File: src/rtl/crypt_out_if.sv
// Byte-output link between the FastModExp result stream, the UART transmitter
// and whoever supervises the crypto engine.
interface crypt_out_if;
  logic        mode;
  logic [5:0]  n_len;
  logic        fme_done;
  logic [31:0] fme_result;
  logic        flush;
  logic        ready_out;
  logic        start_out;
  logic [7:0]  data_out;
  logic        busy;
  logic        overrun;

  modport master (
    output mode, n_len, fme_done, fme_result, flush, ready_out,
    input  start_out, data_out, busy, overrun
  );

  modport slave (
    input  mode, n_len, fme_done, fme_result, flush, ready_out,
    output start_out, data_out, busy, overrun
  );
endinterface

File: src/rtl/crypt_out.sv
// Serialises FastModExp blocks into UART bytes: whole 32-bit words when
// encrypting, a packed LSB-first bit stream of (n_len-1)-bit blocks when decrypting.
module crypt_out (
  input  logic       clk,
  input  logic       rst,
  crypt_out_if.slave bus
);
  typedef enum logic [1:0] {IDLE = 2'd0, SEND = 2'd1, HOLD = 2'd2} state_t;

  state_t      state_q, state_d;
  logic [39:0] acc_q, acc_d;
  logic [5:0]  cnt_q, cnt_d;
  logic [31:0] enc_q, enc_d;
  logic [2:0]  enc_left_q, enc_left_d;
  logic        mode_q, mode_d;
  logic        fpend_q, fpend_d;
  logic        start_q, start_d;
  logic        ovr_q, ovr_d;
  logic [7:0]  data_q, data_d;

  logic [5:0]  n_eff, nb;
  logic [31:0] mask;
  logic [39:0] ins;
  logic        avail;
  logic [7:0]  nxt_byte;

  // Payload width: n_len clamped to 32, minus the top bit; under 2 gives nothing.
  always_comb begin
    n_eff = (bus.n_len > 6'd32) ? 6'd32 : bus.n_len;
    nb    = (n_eff >= 6'd2) ? (n_eff - 6'd1) : 6'd0;
    for (int i = 0; i < 32; i++) mask[i] = (6'(i) < nb);
    ins   = {8'h00, bus.fme_result & mask} << cnt_q[2:0];
  end

  assign avail    = mode_q ? (enc_left_q != 3'd0) : (cnt_q >= 6'd8);
  assign nxt_byte = mode_q ? enc_q[7:0] : acc_q[7:0];

  always_comb begin
    state_d    = state_q;
    acc_d      = acc_q;
    cnt_d      = cnt_q;
    enc_d      = enc_q;
    enc_left_d = enc_left_q;
    mode_d     = mode_q;
    fpend_d    = fpend_q;
    start_d    = 1'b0;
    ovr_d      = ovr_q;
    data_d     = data_q;

    // Anything arriving while a block drains is either dropped or deferred.
    if (state_q != IDLE) begin
      if (bus.fme_done) ovr_d = 1'b1;
      if (bus.flush && !mode_q) fpend_d = 1'b1;
    end

    case (state_q)
      IDLE: begin
        if (bus.fme_done) begin
          state_d = SEND;
          mode_d  = bus.mode;
          if (bus.mode) begin
            enc_d      = bus.fme_result;
            enc_left_d = 3'd4;
          end else begin
            acc_d = acc_q | ins;
            cnt_d = cnt_q + nb;
            if (bus.flush) fpend_d = 1'b1;
          end
        end else if (bus.flush && !bus.mode) begin
          acc_d = '0;
          cnt_d = '0;
        end
      end
      SEND: begin
        if (avail) begin
          if (bus.ready_out) begin
            start_d = 1'b1;
            data_d  = nxt_byte;
            state_d = HOLD;
            if (mode_q) begin
              enc_d      = enc_q >> 8;
              enc_left_d = enc_left_q - 3'd1;
            end else begin
              acc_d = acc_q >> 8;
              cnt_d = cnt_q - 6'd8;
            end
          end
        end else begin
          state_d = IDLE;
          // Residue is encrypter padding: drop it once the block is out.
          if (fpend_q || (bus.flush && !mode_q)) begin
            acc_d = '0;
            cnt_d = '0;
          end
          fpend_d = 1'b0;
        end
      end
      HOLD:    state_d = SEND;
      default: state_d = IDLE;
    endcase
  end

  always_ff @(posedge clk or negedge rst) begin
    if (!rst) begin
      state_q    <= IDLE;
      acc_q      <= '0;
      cnt_q      <= '0;
      enc_q      <= '0;
      enc_left_q <= '0;
      mode_q     <= 1'b0;
      fpend_q    <= 1'b0;
      start_q    <= 1'b0;
      ovr_q      <= 1'b0;
      data_q     <= '0;
    end else begin
      state_q    <= state_d;
      acc_q      <= acc_d;
      cnt_q      <= cnt_d;
      enc_q      <= enc_d;
      enc_left_q <= enc_left_d;
      mode_q     <= mode_d;
      fpend_q    <= fpend_d;
      start_q    <= start_d;
      ovr_q      <= ovr_d;
      data_q     <= data_d;
    end
  end

  assign bus.start_out = start_q;
  assign bus.data_out  = data_q;
  assign bus.busy      = (state_q != IDLE);
  assign bus.overrun   = ovr_q;
endmodule

File: src/flat_wrapper.sv
// flat-port wrapper written by rule: the top's interface ports become plain ports
module crypt_out_flat 
  (clk, rst, bus_mode, bus_n_len, bus_fme_done, bus_fme_result, bus_flush, bus_ready_out, bus_start_out, bus_data_out, bus_busy, bus_overrun);
  crypt_out_if bus_i ();
  input  logic clk;
  input  logic rst;
  input wire logic [$bits(bus_i.mode)-1:0] bus_mode;
  input wire logic [$bits(bus_i.n_len)-1:0] bus_n_len;
  input wire logic [$bits(bus_i.fme_done)-1:0] bus_fme_done;
  input wire logic [$bits(bus_i.fme_result)-1:0] bus_fme_result;
  input wire logic [$bits(bus_i.flush)-1:0] bus_flush;
  input wire logic [$bits(bus_i.ready_out)-1:0] bus_ready_out;
  output wire logic [$bits(bus_i.start_out)-1:0] bus_start_out;
  output wire logic [$bits(bus_i.data_out)-1:0] bus_data_out;
  output wire logic [$bits(bus_i.busy)-1:0] bus_busy;
  output wire logic [$bits(bus_i.overrun)-1:0] bus_overrun;
  assign bus_i.mode = bus_mode;
  assign bus_i.n_len = bus_n_len;
  assign bus_i.fme_done = bus_fme_done;
  assign bus_i.fme_result = bus_fme_result;
  assign bus_i.flush = bus_flush;
  assign bus_i.ready_out = bus_ready_out;
  assign bus_start_out = bus_i.start_out;
  assign bus_data_out = bus_i.data_out;
  assign bus_busy = bus_i.busy;
  assign bus_overrun = bus_i.overrun;
  crypt_out u_core (.clk(clk), .rst(rst), .bus(bus_i));
endmodule
File: config.mk
export PLATFORM = sky130hd
export DESIGN_NAME = crypt_out_flat
export DESIGN_NICKNAME = d
export VERILOG_FILES = /design/src/rtl/crypt_out_if.sv /design/src/rtl/crypt_out.sv /design/src/flat_wrapper.sv
export SDC_FILE = /design/constraint.sdc
export NUM_CORES = 1
export LEC_CHECK = 0
export ABC_CLOCK_PERIOD_IN_PS = 5790
export BUFFER_PORTS_ARGS = -buffer_cell sky130_fd_sc_hd__buf_2
export CORE_UTILIZATION = 30
export DETAILED_ROUTE_END_ITERATION = 12
export GPL_ROUTABILITY_DRIVEN = 0
export HOLD_SLACK_MARGIN = 0.05
export PLACE_DENSITY = 0.57
export SYNTH_ARGS = -nofsm -noshare
export SYNTH_HDL_FRONTEND = slang
export SYNTH_SLANG_ARGS = --single-unit
File: constraint.sdc
create_clock -name clk -period 5.79 [get_ports clk]
set_input_delay 0.8685 -clock clk [delete_from_list [all_inputs] [get_ports clk]]
set_output_delay 0.8685 -clock clk [all_outputs]
set_load 0.02 [all_outputs]
# Word-level counts from Yosys, hierarchy flattened
# Index checks and enable logic that the tools add are counted.
[word_totals]
input_bits = 44
output_inout_bits = 11
regBits = 95
[op_classes]
mux = 46
n_addsub = 4
n_reduce_logical = 15
n_bitwise = 2
n_eq_ne = 12
n_lt_le_gt_ge = 35
n_shift = 1
[ops]
columns = ["op", "count"]
rows = [
  ["$mux 40", 7],
  ["$mux 32", 5],
  ["$lt 5x6->1 const A", 16],
  ["$pmux 40 s2", 1],
  ["$pmux 32 s2", 1],
  ["$mux 6", 9],
  ["$lt 4x6->1 const A", 8],
  ["$or 40x40->40", 1],
  ["$shl 32x3->40", 1],
  ["$and 32x32->32", 1],
  ["$lt 3x6->1 const A", 4],
  ["$mux 3", 5],
  ["$lt 1x6->1 const A", 2],
  ["$lt 2x6->1 const A", 2],
  ["$pmux 6 s2", 1],
  ["$reduce_and 6->1", 2],
  ["$mux 1", 10],
  ["$ne 3x3->1 const B", 3],
  ["$mux 8", 1],
  ["$add 6x6->6", 1],
  ["$ge 6x2->1 const B", 1],
  ["$ge 6x4->1 const B", 1],
  ["$gt 6x6->1 const B", 1],
  ["$mux 2", 3],
  ["other kinds (20)", 28],
]

# Depth between registers and ports, before layout
[logic_depth]
ltp_word = 11
ltp_mapped = 17

# Least setup slack after synthesis
# OpenSTA, ideal clock, no wires.
[synth_timing]
kind = "input port to flip-flop"
from = "in bus_n_len[5]"
to = "reg u_core.cnt_q[4]"
arrival_time_ps = 3992
path_stages = 16
setup_slack_ps = 1679
setup_ps = 119
path_cell_list = "buf_2 > buf_2 > nand2b_1 > inv_1 > ha_1 > or4_4 > nor2_2 > buf_2 > nor2_1 > ha_1 > fa_1 > a21o_1 > maj3_1 > xnor2_1 > o221ai_1 > o21a_1"
[synth_via]
elab_chain_cells = 8
[synth_lines]
columns = ["element", "line", "rtl"]
rows = [
  ["start, declared", "flat_wrapper.sv:8", "input wire logic [$bits(bus_i.n_len)-1:0] bus_n_len;"],
  ["$gt 6x6->1", "crypt_out.sv:29", "n_eff = (bus.n_len > 6'd32) ? 6'd32 : bus.n_len;"],
  ["$mux 6 (*)", "crypt_out.sv:29", ""],
  ["$sub 6x1->6 / $ge 6x2->1 (equally long branches)", "crypt_out.sv:30", "nb = (n_eff >= 6'd2) ? (n_eff - 6'd1) : 6'd0;"],
  ["$mux 6 (*)", "crypt_out.sv:30", ""],
  ["$add 6x6->6 (*)", "crypt_out.sv:66", "cnt_d = cnt_q + nb;"],
  ["$mux 6 (*)", "crypt_out.sv:61", "if (bus.mode) begin"],
  ["$mux 6 (*)", "crypt_out.sv:58", "if (bus.fme_done) begin"],
  ["$pmux 6 s2 (*)", "crypt_out.sv:56", "case (state_q)"],
  ["end signal, assigned", "crypt_out.sv:118", "cnt_q <= cnt_d;"],
  ["end, declared", "crypt_out.sv:12", "logic [5:0] cnt_q, cnt_d;"],
]
# Mark *: on every way between the ends. The rest lies on a longest branch, timed or not. The select of a mux whose other input is x is not followed.
# A chain may end at the register's enable or synchronous reset.

# Worst setup path after layout
[layout_timing]
from = "in bus_n_len[5]"
to = "reg u_core.cnt_q[5]"
# Same word-level chain as after synthesis.

==> impl_metrics.tcl <==
set metrics [dict create \
    outcome "completed" \
    synth.net_count 926 \
    dpl_cell_area_um2 7437 \
    max_stage_delay_ns 0.49 \
    fillers 2441 \
    drv_cap 0 \
    tightest_slew_ns 0.9698 \
    cts-buffers-inserted 9 \
    track_usage_pct 20.99 \
    die_area_um2 23870 \
    async_flop_share_pct 100.0 \
    fin_setup_tns_ns 0 \
    layout_setup_ws_ns 1.456 \
    clk_path_buf_depth 2 \
    start_kind "input pin" \
    hp-class "flop to flop" \
    crit_top_cell "inv_1" \
    pre_cts_ws_ns 1.251 \
    ios 55 \
    grt_pass1_wl_um 38650 \
    critical_path.slowest_cell "ha_1" \
    post_cts_buffers 0 \
    vias 7071 \
    ctsResizeCount 0 \
    yosys_warnings 0 \
    syn_to_final_growth_pct 11.07 \
    endpoint_kind "flop" \
    routedWlPerCell_um 20.92 \
    die_w_um 154.5 \
    ys_dominant_reg_cell "dfrtp_1" \
    dp_hpwl_um 17950 \
    grt.overflow.total 0 \
    synth-edff-count 0 \
    rows 55 \
    syn-cell-area_um2 6975 \
    rr_endpoint "u_core.acc_q[31]" \
    min_path_cells 1 \
    cts.sink_count 94 \
    drt_wl_total_um 24490 \
    clkTransAtPathRegs_ns 0.07 \
    r2r_cells 8 \
    port_buffers 54 \
    path_class "input pin to flop" \
    antennaDiodeCount 0 \
    dr.pass1.iters 5 \
    synthCells 872 \
    cts.hold.buffers_added 0 \
    path_cells "buf_2 > nor2b_1 > inv_1 > ha_1 > and2_1 > o32ai_2 > inv_1 > ha_1 > a21oi_1 > inv_1 > maj3_1 > a21oi_1 > xnor2_1 > o22ai_1" \
    die_y_um 154.5 \
    coreArea_um2 22710 \
    antenna_found_initial 0 \
    start_util_pct 30.72 \
    grt_setup_unrepaired "no" \
    hp-start "u_core.bus.overrun" \
    final_nets 935 \
    crit_required_ns 6.03 \
    slew_viol_final 0 \
    skew_ns 0.009521 \
    fin_area_um2 7747 \
    htreeDepth 3 \
    r2r-start "u_core.mode_q" \
    drive_above_1_share_pct 12.53 \
    cts_tree "built" \
    hold_viol 0 \
    fmax_mhz 230.7 \
    reg2reg_setup_slack_ns 2.38 \
    synth_seq_cells 94 \
    cellLeakagePower_uw 0.003216 \
    slew_headroom_pct 35.19 \
    crit_arrival_ns 4.57 \
    ant_nets 0 \
    setup_viol 0 \
    grt_max_degree 62 \
    ys_seq_area_share_pct 33.72 \
    finalCritPeriodShare_pct 74.86 \
    grt_pass1_vias 6552 \
    vias_per_cell 6.038 \
    critPathLaunch "bus_n_len[5]" \
    cts_root_buf "clkbuf_16" \
    insertion_delay_ns 0.36 \
    path_max_fanout 23 \
    hold_end "u_core.bus.overrun" \
    syn_avg_cell_area_um2 7.999 \
    peakVddDrop_mv 0.2199 \
    synth_cell_types 88 \
    power.density_nw_per_um2 491.6 \
    drc 0 \
    drt_iter0_drc 909 \
    min_period_ns 4.334 \
]
[area by class of cell]
cell class                 instances  area (µm²)  area share, %
clock buffer                       9       225.2          2.907
tap                              285       356.6          4.603
sequential                        94        2352          30.36
clock inverter                     7       85.08          1.098
multi-input combinational        686        4275          55.18
timing repair buffer              66       362.8          4.683
inverter                          24       90.09          1.163
[layer usage]
layer / part of all wire (%) / global-route usage [%]
met1: 45 / 29.49
met2: 43 / 30.83
met3: 7.8 / 3.895
met4: 3.9 / 10.09
met5: 0 / 0
[report_power, final]
part           switching (µW)  internal, µW
Combinational            1300           717
Sequential                243           919
Clock                     288           344
Total                    1830          1980
[worst max-delay path by stage]
stage                       endpoint
floorplan            u_core.cnt_q[4]
global placement     u_core.cnt_q[5]
detailed placement  u_core.acc_q[15]
CTS                 u_core.acc_q[15]
global route         u_core.acc_q[3]
finish               u_core.cnt_q[5]
[cells in the final DEF (no fill, tap or decap), types with 11 or more instances in the layout]
cell type,netlist,layout
nand2_1,120,120
dfrtp_1,94,94
a31oi_1,39,39
inv_1,22,22
mux2i_1,16,16
nand2b_1,11,11
a21o_1,13,13
nor2_1,69,69
a211oi_1,13,13
nor3_1,12,12
a22o_1,12,12
nand3_1,22,22
buf_2,10,53
buf_4,1,13
a21oi_1,73,73
and3_1,13,12
o21ai_0,55,55
[critical path, delay by kind of cell]
| family | cells | cell delay (ns) |
|---|---|---|
| buffers and inverters | 4 | 0.66 |
| and+or+nand+nor | 2 | 0.73 |
| xor gates and xnor gates | 1 | 0.14 |
| AOI/OAI and AO/OA | 4 | 0.97 |
| adders and majority gates | 3 | 1.19 |
[state kept, by name (all words and copies together), names as in the netlist]
signal / flops
u_core.acc_q: 39
u_core.enc_q: 32
u_core.bus.data_out: 8
u_core.cnt_q: 6
u_core.enc_left_q: 3
u_core.state_q: 2
u_core.bus.overrun: 1
u_core.bus.start_out: 1
u_core.fpend_q: 1
u_core.mode_q: 1
[logic make-up (layout without fill, tap and decap cells)]
| family | Yosys count | count (layout) | share of synthesized area, % |
|---|---|---|---|
| DFF | 94 | 94 | 33.72 |
| and+or+nand+nor | 306 | 306 | 20.90 |
| xor gates and xnor gates | 8 | 8 | 1.005 |
| muxes | 21 | 21 | 3.103 |
| adders and majority gates | 12 | 12 | 2.188 |
| AOI/OAI and AO/OA | 339 | 339 | 33.79 |
| buffers and inverters | 92 | 106 | 5.292 |
[through the flow]
step / total power (µW) / cells / hold WS (ns) / util [%]
after floorplan: 2579 / 872 / 0.4485 / -
after global placement: 3137 / 1155 / 0.4370 / 32.75
after detailed placement: 3161 / 1155 / 0.4406 / 32.75
after CTS: 3801 / 1171 / 0.4573 / 34.12
after global routing: 4111 / 1171 / 0.4682 / 34.12
final: 3809 / 1171 / 0.4535 / 34.12
[Yosys cell counts, types with 11 or more instances]
library cell	count	area share, %
a211oi_1	13	1.4
inv_1	22	1.2
a22o_1	12	1.5
o21ai_0	55	3.9
mux2i_1	16	2.3
a21o_1	13	1.4
and3_1	13	1.2
a21oi_1	73	5.2
dfrtp_1	94	34
nand2b_1	11	0.99
nand3_1	22	1.6
clkbuf_1	54	2.9
nand2_1	120	6.5
a31oi_1	39	3.5
nor3_1	12	0.86
nor2_1	69	3.7
nor2b_1	11	0.99
(Power assumes the default switching activity.)
